File: src/rtl/ascon_permutation.sv
// Iterative ASCON permutation engine (p^12 / p^8 / p^6) with a valid/ready
// handshake on both sides. ROUNDS_PER_CYCLE rounds are chained per clock.

package ascon_pkg;
  // x0 is element 0 and also the most significant word when flattened
  typedef logic [0:4][63:0] t_state_array;

  // Round constants by round index; entries 12..15 are never addressed
  localparam logic [7:0] LUT_ADDITION [0:15] = '{
    8'hF0, 8'hE1, 8'hD2, 8'hC3, 8'hB4, 8'hA5, 8'h96, 8'h87,
    8'h78, 8'h69, 8'h5A, 8'h4B, 8'h00, 8'h00, 8'h00, 8'h00
  };

  // 5-bit S-box, column {x0,x1,x2,x3,x4} with x0 as MSB; bits [7:5] unused
  localparam logic [7:0] LUT_SBOX [0:31] = '{
    8'h04, 8'h0B, 8'h1F, 8'h14, 8'h1A, 8'h15, 8'h09, 8'h02,
    8'h1B, 8'h05, 8'h08, 8'h12, 8'h1D, 8'h03, 8'h06, 8'h1C,
    8'h1E, 8'h13, 8'h07, 8'h0E, 8'h00, 8'h0D, 8'h11, 8'h18,
    8'h10, 8'h0C, 8'h01, 8'h19, 8'h16, 8'h0A, 8'h0F, 8'h17
  };
endpackage

module ascon_permutation
  import ascon_pkg::*;
#(
  parameter int ROUNDS_PER_CYCLE = 1
) (
  input  logic         clock,
  input  logic         reset_n,
  input  logic         i_valid,
  output logic         o_ready,
  input  t_state_array i_state,
  input  logic [1:0]   i_rounds,
  output logic         o_valid,
  input  logic         i_ready,
  output t_state_array o_state
);

  generate
    if (ROUNDS_PER_CYCLE != 1 && ROUNDS_PER_CYCLE != 2) begin : g_bad_rpc
      $error("ascon_permutation: ROUNDS_PER_CYCLE must be 1 or 2");
    end
  endgenerate

  typedef enum logic [1:0] {IDLE, RUN, DONE} t_fsm;

  t_fsm         fsm_q, fsm_d;
  t_state_array state_q;
  t_state_array round_out;
  logic [3:0]   r_q;
  logic [3:0]   r_next;
  logic [3:0]   r_start;

  function automatic logic [63:0] ror(input logic [63:0] x, input int n);
    return (x >> n) | (x << (64 - n));
  endfunction

  function automatic t_state_array ascon_round(input t_state_array s_in,
                                               input logic [3:0] rc);
    t_state_array s;
    t_state_array t;
    logic [4:0]   col;
    logic [4:0]   sb;
    s = s_in;
    s[2][7:0] = s[2][7:0] ^ LUT_ADDITION[rc];
    t = '0;
    for (int j = 0; j < 64; j++) begin
      col = {s[0][j], s[1][j], s[2][j], s[3][j], s[4][j]};
      sb  = LUT_SBOX[col][4:0];
      t[0][j] = sb[4];
      t[1][j] = sb[3];
      t[2][j] = sb[2];
      t[3][j] = sb[1];
      t[4][j] = sb[0];
    end
    s[0] = t[0] ^ ror(t[0], 19) ^ ror(t[0], 28);
    s[1] = t[1] ^ ror(t[1], 61) ^ ror(t[1], 39);
    s[2] = t[2] ^ ror(t[2], 1)  ^ ror(t[2], 6);
    s[3] = t[3] ^ ror(t[3], 10) ^ ror(t[3], 17);
    s[4] = t[4] ^ ror(t[4], 7)  ^ ror(t[4], 41);
    return s;
  endfunction

  // Chain the unrolled round functions for this cycle using constants r, r+1
  always_comb begin
    round_out = state_q;
    for (int k = 0; k < ROUNDS_PER_CYCLE; k++) begin
      round_out = ascon_round(round_out, r_q + 4'(k));
    end
    r_next = r_q + 4'(ROUNDS_PER_CYCLE);
  end

  // Starting round index: 12 minus the requested round count (reserved = 12)
  always_comb begin
    case (i_rounds)
      2'b01:   r_start = 4'd4;
      2'b10:   r_start = 4'd6;
      default: r_start = 4'd0;
    endcase
  end

  // FSM state register
  always_ff @(posedge clock) begin
    if (!reset_n) fsm_q <= IDLE;
    else          fsm_q <= fsm_d;
  end

  // Next-state decode
  always_comb begin
    fsm_d = fsm_q;
    case (fsm_q)
      IDLE:    if (i_valid)           fsm_d = RUN;
      RUN:     if (r_next == 4'd12)   fsm_d = DONE;
      DONE:    if (i_ready)           fsm_d = IDLE;
      default:                        fsm_d = IDLE;
    endcase
  end

  // State register and round index: load on accept, update every RUN cycle
  always_ff @(posedge clock) begin
    if (!reset_n) begin
      state_q <= '0;
      r_q     <= '0;
    end else begin
      case (fsm_q)
        IDLE: begin
          if (i_valid) begin
            state_q <= i_state;
            r_q     <= r_start;
          end
        end
        RUN: begin
          state_q <= round_out;
          r_q     <= r_next;
        end
        default: ;
      endcase
    end
  end

  assign o_ready = (fsm_q == IDLE);
  assign o_valid = (fsm_q == DONE);
  assign o_state = state_q;

endmodule

File: config.mk
export PLATFORM = sky130hd
export DESIGN_NAME = ascon_permutation
export DESIGN_NICKNAME = d
export VERILOG_FILES = /design/src/rtl/ascon_permutation.sv
export SDC_FILE = /design/constraint.sdc
export NUM_CORES = 2
export LEC_CHECK = 0
export BUFFER_PORTS_ARGS = -buffer_cell sky130_fd_sc_hd__buf_4
export CORE_ASPECT_RATIO = 0.6
export CORE_MARGIN = 1.5
export CORE_UTILIZATION = 30
export DETAILED_ROUTE_END_ITERATION = 12
export PLACE_DENSITY = 0.49
export SYNTH_ARGS = -nofsm -noshare
export SYNTH_HDL_FRONTEND = slang
export SYNTH_SLANG_ARGS = --single-unit
File: constraint.sdc
create_clock -name clock -period 2.8 [get_ports clock]
set_input_delay 0.56 -clock clock [delete_from_list [all_inputs] [get_ports clock]]
set_output_delay 0.56 -clock clock [all_outputs]
set_load 0.01 [all_outputs]
-- After elaboration in Yosys (flattened, before gate mapping)
Memory sizes are Yosys's and may differ from the RTL's.
Index checks and enable logic that the tools add are counted.
- word-level logic and storage cells: 375
- ROM bits: 16512
- register bits after elaboration: 326
- memories: 65
- bits of input ports: 326
- memory list (memory ; depth ; width ; read ports ; clocked after memory_dff ; wr ports ; line ; source):
    (name not given) ; 32 ; 8 ; 1 ; 0 ; 0 ; 69 ; sb = LUT_SBOX[col][4:0];
    (name not given) ; 32 ; 8 ; 1 ; 0 ; 0 ; 69 ;
    (name not given) ; 32 ; 8 ; 1 ; 0 ; 0 ; 69 ;
    (name not given) ; 32 ; 8 ; 1 ; 0 ; 0 ; 69 ;
    (name not given) ; 32 ; 8 ; 1 ; 0 ; 0 ; 69 ;
    (name not given) ; 32 ; 8 ; 1 ; 0 ; 0 ; 69 ;
    +59 memories ; - ; - ; - ; - ; - ; - ;
- magnitude comparators: 65
- equality and inequality tests: 8
- add/subtract/negate cells: 1
- multiplexer cells: 139
- reductions and logical operators: 4
- bitwise gates (word level): 86
- operators by type and width (cell ; number):
    $mux W5 ; 128
    $pmux W320 S2 ; 1
    $xor A64 B64 Y64 ; 10
    $ge A6 B6 Y1 const B ; 64
    $not A5 Y6 ; 64
    $mux W320 ; 1
    $or A23 B64 Y64 ; 1
    $or A25 B64 Y64 ; 1
    $or A3 B64 Y64 ; 1
    $or A36 B64 Y64 ; 1
    $or A45 B64 Y64 ; 1
    $or A47 B64 Y64 ; 1
    $or A54 B64 Y64 ; 1
    $or A57 B64 Y64 ; 1
    $or A58 B64 Y64 ; 1
    $or A63 B64 Y64 ; 1
    $mux W8 ; 2
    $pmux W4 S2 ; 1
    $xor A8 B8 Y8 ; 1
    $mux W2 ; 3
    $pmux W2 S3 ; 1
    $pmux W3 S2 ; 1
    $ge A5 B5 Y1 const B ; 1
    $not A4 Y5 ; 1
    11 further kinds ; 14

-- Logic depth before layout (Yosys ltp)
- word-level depth: 13
- depth in mapped cells: 9
- mapped depth without buffers: 9

-- Worst setup path before layout
OpenSTA, ideal clock, no wires.
- path type: register to register
- from: reg state_q, in the netlist o_state[53]
- to: reg state_q, in the netlist o_state[248]
- arrival time: 2.128 ns
- clock period less this slack: 2.250 ns
- setup time: 0.122 ns
- data required time: 2.678 ns
- buffers on the path: 0
- slack: 0.550 ns
- cell stages (with the launch flop): 9
- cells stage by stage: dfxtp_1 inv_1 ha_1 xor2_1 and3_1 a211oi_1 xor2_1 nor3_1 a221o_1
- cells in the longest elaborated chain, start to end: 8
- ends and longest elaborated chain (item ; line ; source):
    start: declaration ; 48 ; t_state_array state_q;
    start signal: assignment ; 128 ; state_q <= i_state;
    start signal: assignment ; 133 ; state_q <= round_out;
    $not A5 Y6 (not written as such) ; 69 ;
    $mem_v2 Z32 W8 ; - ;
    $mux W5 (not written as such) (2 in series) ; 69 ;
    $or A3 B64 Y64 ; 55 ; return (x >> n) | (x << (64 - n));
    $xor A64 B64 Y64 (2 in series) ; 77 ; s[1] = t[1] ^ ror(t[1], 61) ^ ror(t[1], 39);
    $pmux W320 S2 ; 125 ; case (fsm_q)
No other way between the ends. The select of a mux whose other input is x is not followed.
A chain may end at the register's enable or synchronous reset.

-- Worst setup path after layout
- from: reg state_q, in the netlist o_state[73]
- to: reg state_q, in the netlist o_state[73]
- cells in the longest elaborated chain, start to end: 7
- ends and longest elaborated chain (item ; line ; source):
    $not A5 Y6 (not written as such) ; 69 ;
    $mem_v2 Z32 W8 ; - ;
    $mux W5 (not written as such) (2 in series) ; 69 ;
    $xor A64 B64 Y64 (2 in series) ; 79 ; s[3] = t[3] ^ ror(t[3], 10) ^ ror(t[3], 17);
    $pmux W320 S2 ; 125 ;
No other way between the ends. The select of a mux whose other input is x is not followed.

==> impl_metrics.toml <==
[worst_setup_path]
ff2ff_path_depth = 8
worst_ep_arrival_time_ns = 3.33
worstReg2RegStart = "o_state[73]$_SDFFE_PN0P_"
regToRegEndpoint = "o_state[73]$_SDFFE_PN0P_"
cpPeakStageDelay_ns = 0.97
worstPathCellList = "inv_1, ha_1, nor2_1, xnor2_1, xor2_1, xnor2_1, a222oi_1, nor2_1"
critical_path_class = "flop to flop"
path_delay_family = "XOR/XNOR gates"
required_ns = 3.31
r2r_setup_slack_ns = -0.02
cp-start-kind = "flop"
path_max_fanout = 5
crit_slowest_cell = "xnor2_1"
path_buf_inv = 1
end_kind = "flop"

[global_routing]
antenna_found_initial = 4
grt_pass1_wl_um = 270000
first_global_vias = 31300
grt_max_degree = 74
grt_overflow = 0
grt_usage_pct = 35.9

[floorplan]
start_util_pct = 30.3
coreArea_um2 = 105000
fp-row-count = 92
die_x_um = 424
fp.dieH_um = 256
die-area_um2 = 108000
io_pins = 648

[synthesis]
synth_cells = 3969
synth_compound_area_share_pct = 16.8
synth-main-ff-cell = "dfxtp_1"
netlist_area_um2 = 31900
synthTopCellsByArea = "dfxtp_1, xnor2_1, ha_1"
synth_common_cells = "xnor2_1, nor2_1, ha_1"
synth_edf_count = 0
synth_top_family_by_area = "XOR/XNOR gates"
yosys.area_share.xor_xnor_pct = 24.8
synthesis.yosys.warnings = 0
yosysSeqAreaShare_pct = 20.5
synth_top_area_cell = "dfxtp_1"
synth.most_common_cell = "xnor2_1"
synth_fa_ha_area_share_pct = 13.7
syn-num-nets = 4645
synth_seq_cells = 326
avgSynthCellArea_um2 = 8.03
synth_top_area_share_pct = 20.5
synth_cell_types = 61
async_reset_ff_share_pct = 0
yosys.area_share.simple_pct = 14.3
synth.mux.area_fraction_pct = 3.84

[outcome]
violations = "negative setup slack"
run_status = "finished with violations"

[drt]
detail_route.wl_per_cell_um = 31.9
dr.pass1.iters = 7
vias_per_cell = 5.45
ant_nets = 0
drc = 0
totalWireLength_um = 203000
drt-initial-drc-count = 4908
vias = 34700

[clock_tree]
clk_path_buf_depth = 3
cts.sinks = 326
htreeDepth = 2
ctsHoldBuffers = 0
cts.reportedPaths.clkPinSlew_ns = 0.07
cts_tree = "done"
clk_latency_ns = 0.63
cts-root-buf = "clkbuf_16"
cts_made_buffers = 42

[sta]
fin_crit_ns = 2.82
slew_viol_final = 0
relSlewSlack_pct = 17.1
setup_ws_ns = -0.0204
fin_worst_skew_ns = 0.0268
fin_hold_ws_ns = 0.185
setup_violations = 2
worst_pin_slew_ns = 1.23
fmax_mhz = 355
finalSetupTns_ns = -0.0214
finalHoldViolations = 0
fin_crit_sh_pct = 101

[placed_design]
gp_congestion = 1.08
dp_hpwl_um = 170000
dp_slack_ns = -0.342
dp.cells = 6287
io_buffer_count = 647

[final_layout]
drive_gt1_share_pct = 27.1
syn_to_final_growth_pct = 36.3
nFillCells = 11000
nets = 5604
layout.cells.non_filler = 6372

[worst_hold_path]
whs_path_depth = 3
worstHoldStart = "i_state[295]"
hold_path_end = "o_state[295]$_SDFFE_PN0P_"
hp-class = "input port to flop"

[run]
maxCapViolCount = 0
-- sequential cells by signal (all words and copies together) (netlist names) --
name     count
fsm_q        2
o_state    320
r_q          4
-- routing by layer --
metal	part of all wire (%)	vias up	track usage, %	wire length (um)
li1	-	15500	-	-
met1	44	17000	51.3	88600
met2	41	2016	51.6	82600
met3	12	287	10.1	24500
met4	3.6	4	10.9	7230
met5	0.012	-	0	24
-- kinds of logic after synthesis --
kind of cell,count (synthesis)
multiplexers,117
buffers and inverters,499
adder cells (fa/ha/maj),350
AND/OR/NAND/NOR,996
XOR/XNOR,885
AO/OA/AOI/OAI,796
flip-flops,326
-- through the flow --
| stage | utilization [%] | instance area, um^2 |
|---|---|---|
| global route | 41.3 | 43500 |
| floorplan | - | 31900 |
| CTS | 41.2 | 43300 |
| detailed placement | 39.8 | 41900 |
| finish | 41.3 | 43500 |
| global placement | 39.8 | 41900 |
-- worst max-delay path by stage --
stage                              from                   endpoint  slack, ns  depth (start not counted)
3_3_place_gp   o_state[98]$_SDFFE_PN0P_  o_state[229]$_SDFFE_PN0P_      -0.33                          9
3_5_place_dp   o_state[98]$_SDFFE_PN0P_  o_state[229]$_SDFFE_PN0P_      -0.34                          9
4_1_cts        o_state[98]$_SDFFE_PN0P_  o_state[229]$_SDFFE_PN0P_      -0.15                          9
6_report       o_state[73]$_SDFFE_PN0P_   o_state[73]$_SDFFE_PN0P_      -0.02                          8
2_1_floorplan  o_state[53]$_SDFFE_PN0P_  o_state[248]$_SDFFE_PN0P_       0.55                          8
5_1_grt        o_state[98]$_SDFFE_PN0P_  o_state[251]$_SDFFE_PN0P_     -0.006                         12
-- worst register-to-register path: stages (launching register included) --
cell and delay (ns):
dfxtp_1 0.39, inv_1 0.15, ha_1 0.38, nor2_1 0.07
xnor2_1 0.97, xor2_1 0.26, xnor2_1 0.19, a222oi_1 0.22
nor2_1 0.06
-- what timing repair did --
action,CTS,global route
setup buffers,0,7
endpoints found under the setup margin,4,14
pin swaps,2,5
resized for setup,8,15
-- layout make-up --
cell class	count	area [um^2]	area share, %
Antenna cell	3	7.51	0.0173
Multi-Input combinational cell	3144	23600	54.3
Timing Repair Buffer	1207	9420	21.7
Clock inverter	18	149	0.343
Clock buffer	57	1230	2.83
Inverter	207	785	1.80
Sequential cell	326	6530	15.0
Tap cell	1410	1760	4.06
-- cells in the final DEF (no fill, tap or decap), types with 66 or more instances in the layout --
cell type,count
a211oi_1,178
a21oi_1,267
a222oi_1,70
buf_4,1178
dfxtp_1,323
ha_1,350
inv_1,206
mux2i_1,95
nand2_1,120
nand3_1,79
nor2_1,450
nor2b_1,66
nor3_1,124
o21ai_0,95
xnor2_1,555
xor2_1,309
Power is not shown: default switching activity piles up to over one toggle a cycle in this logic, so the estimate is an artifact.
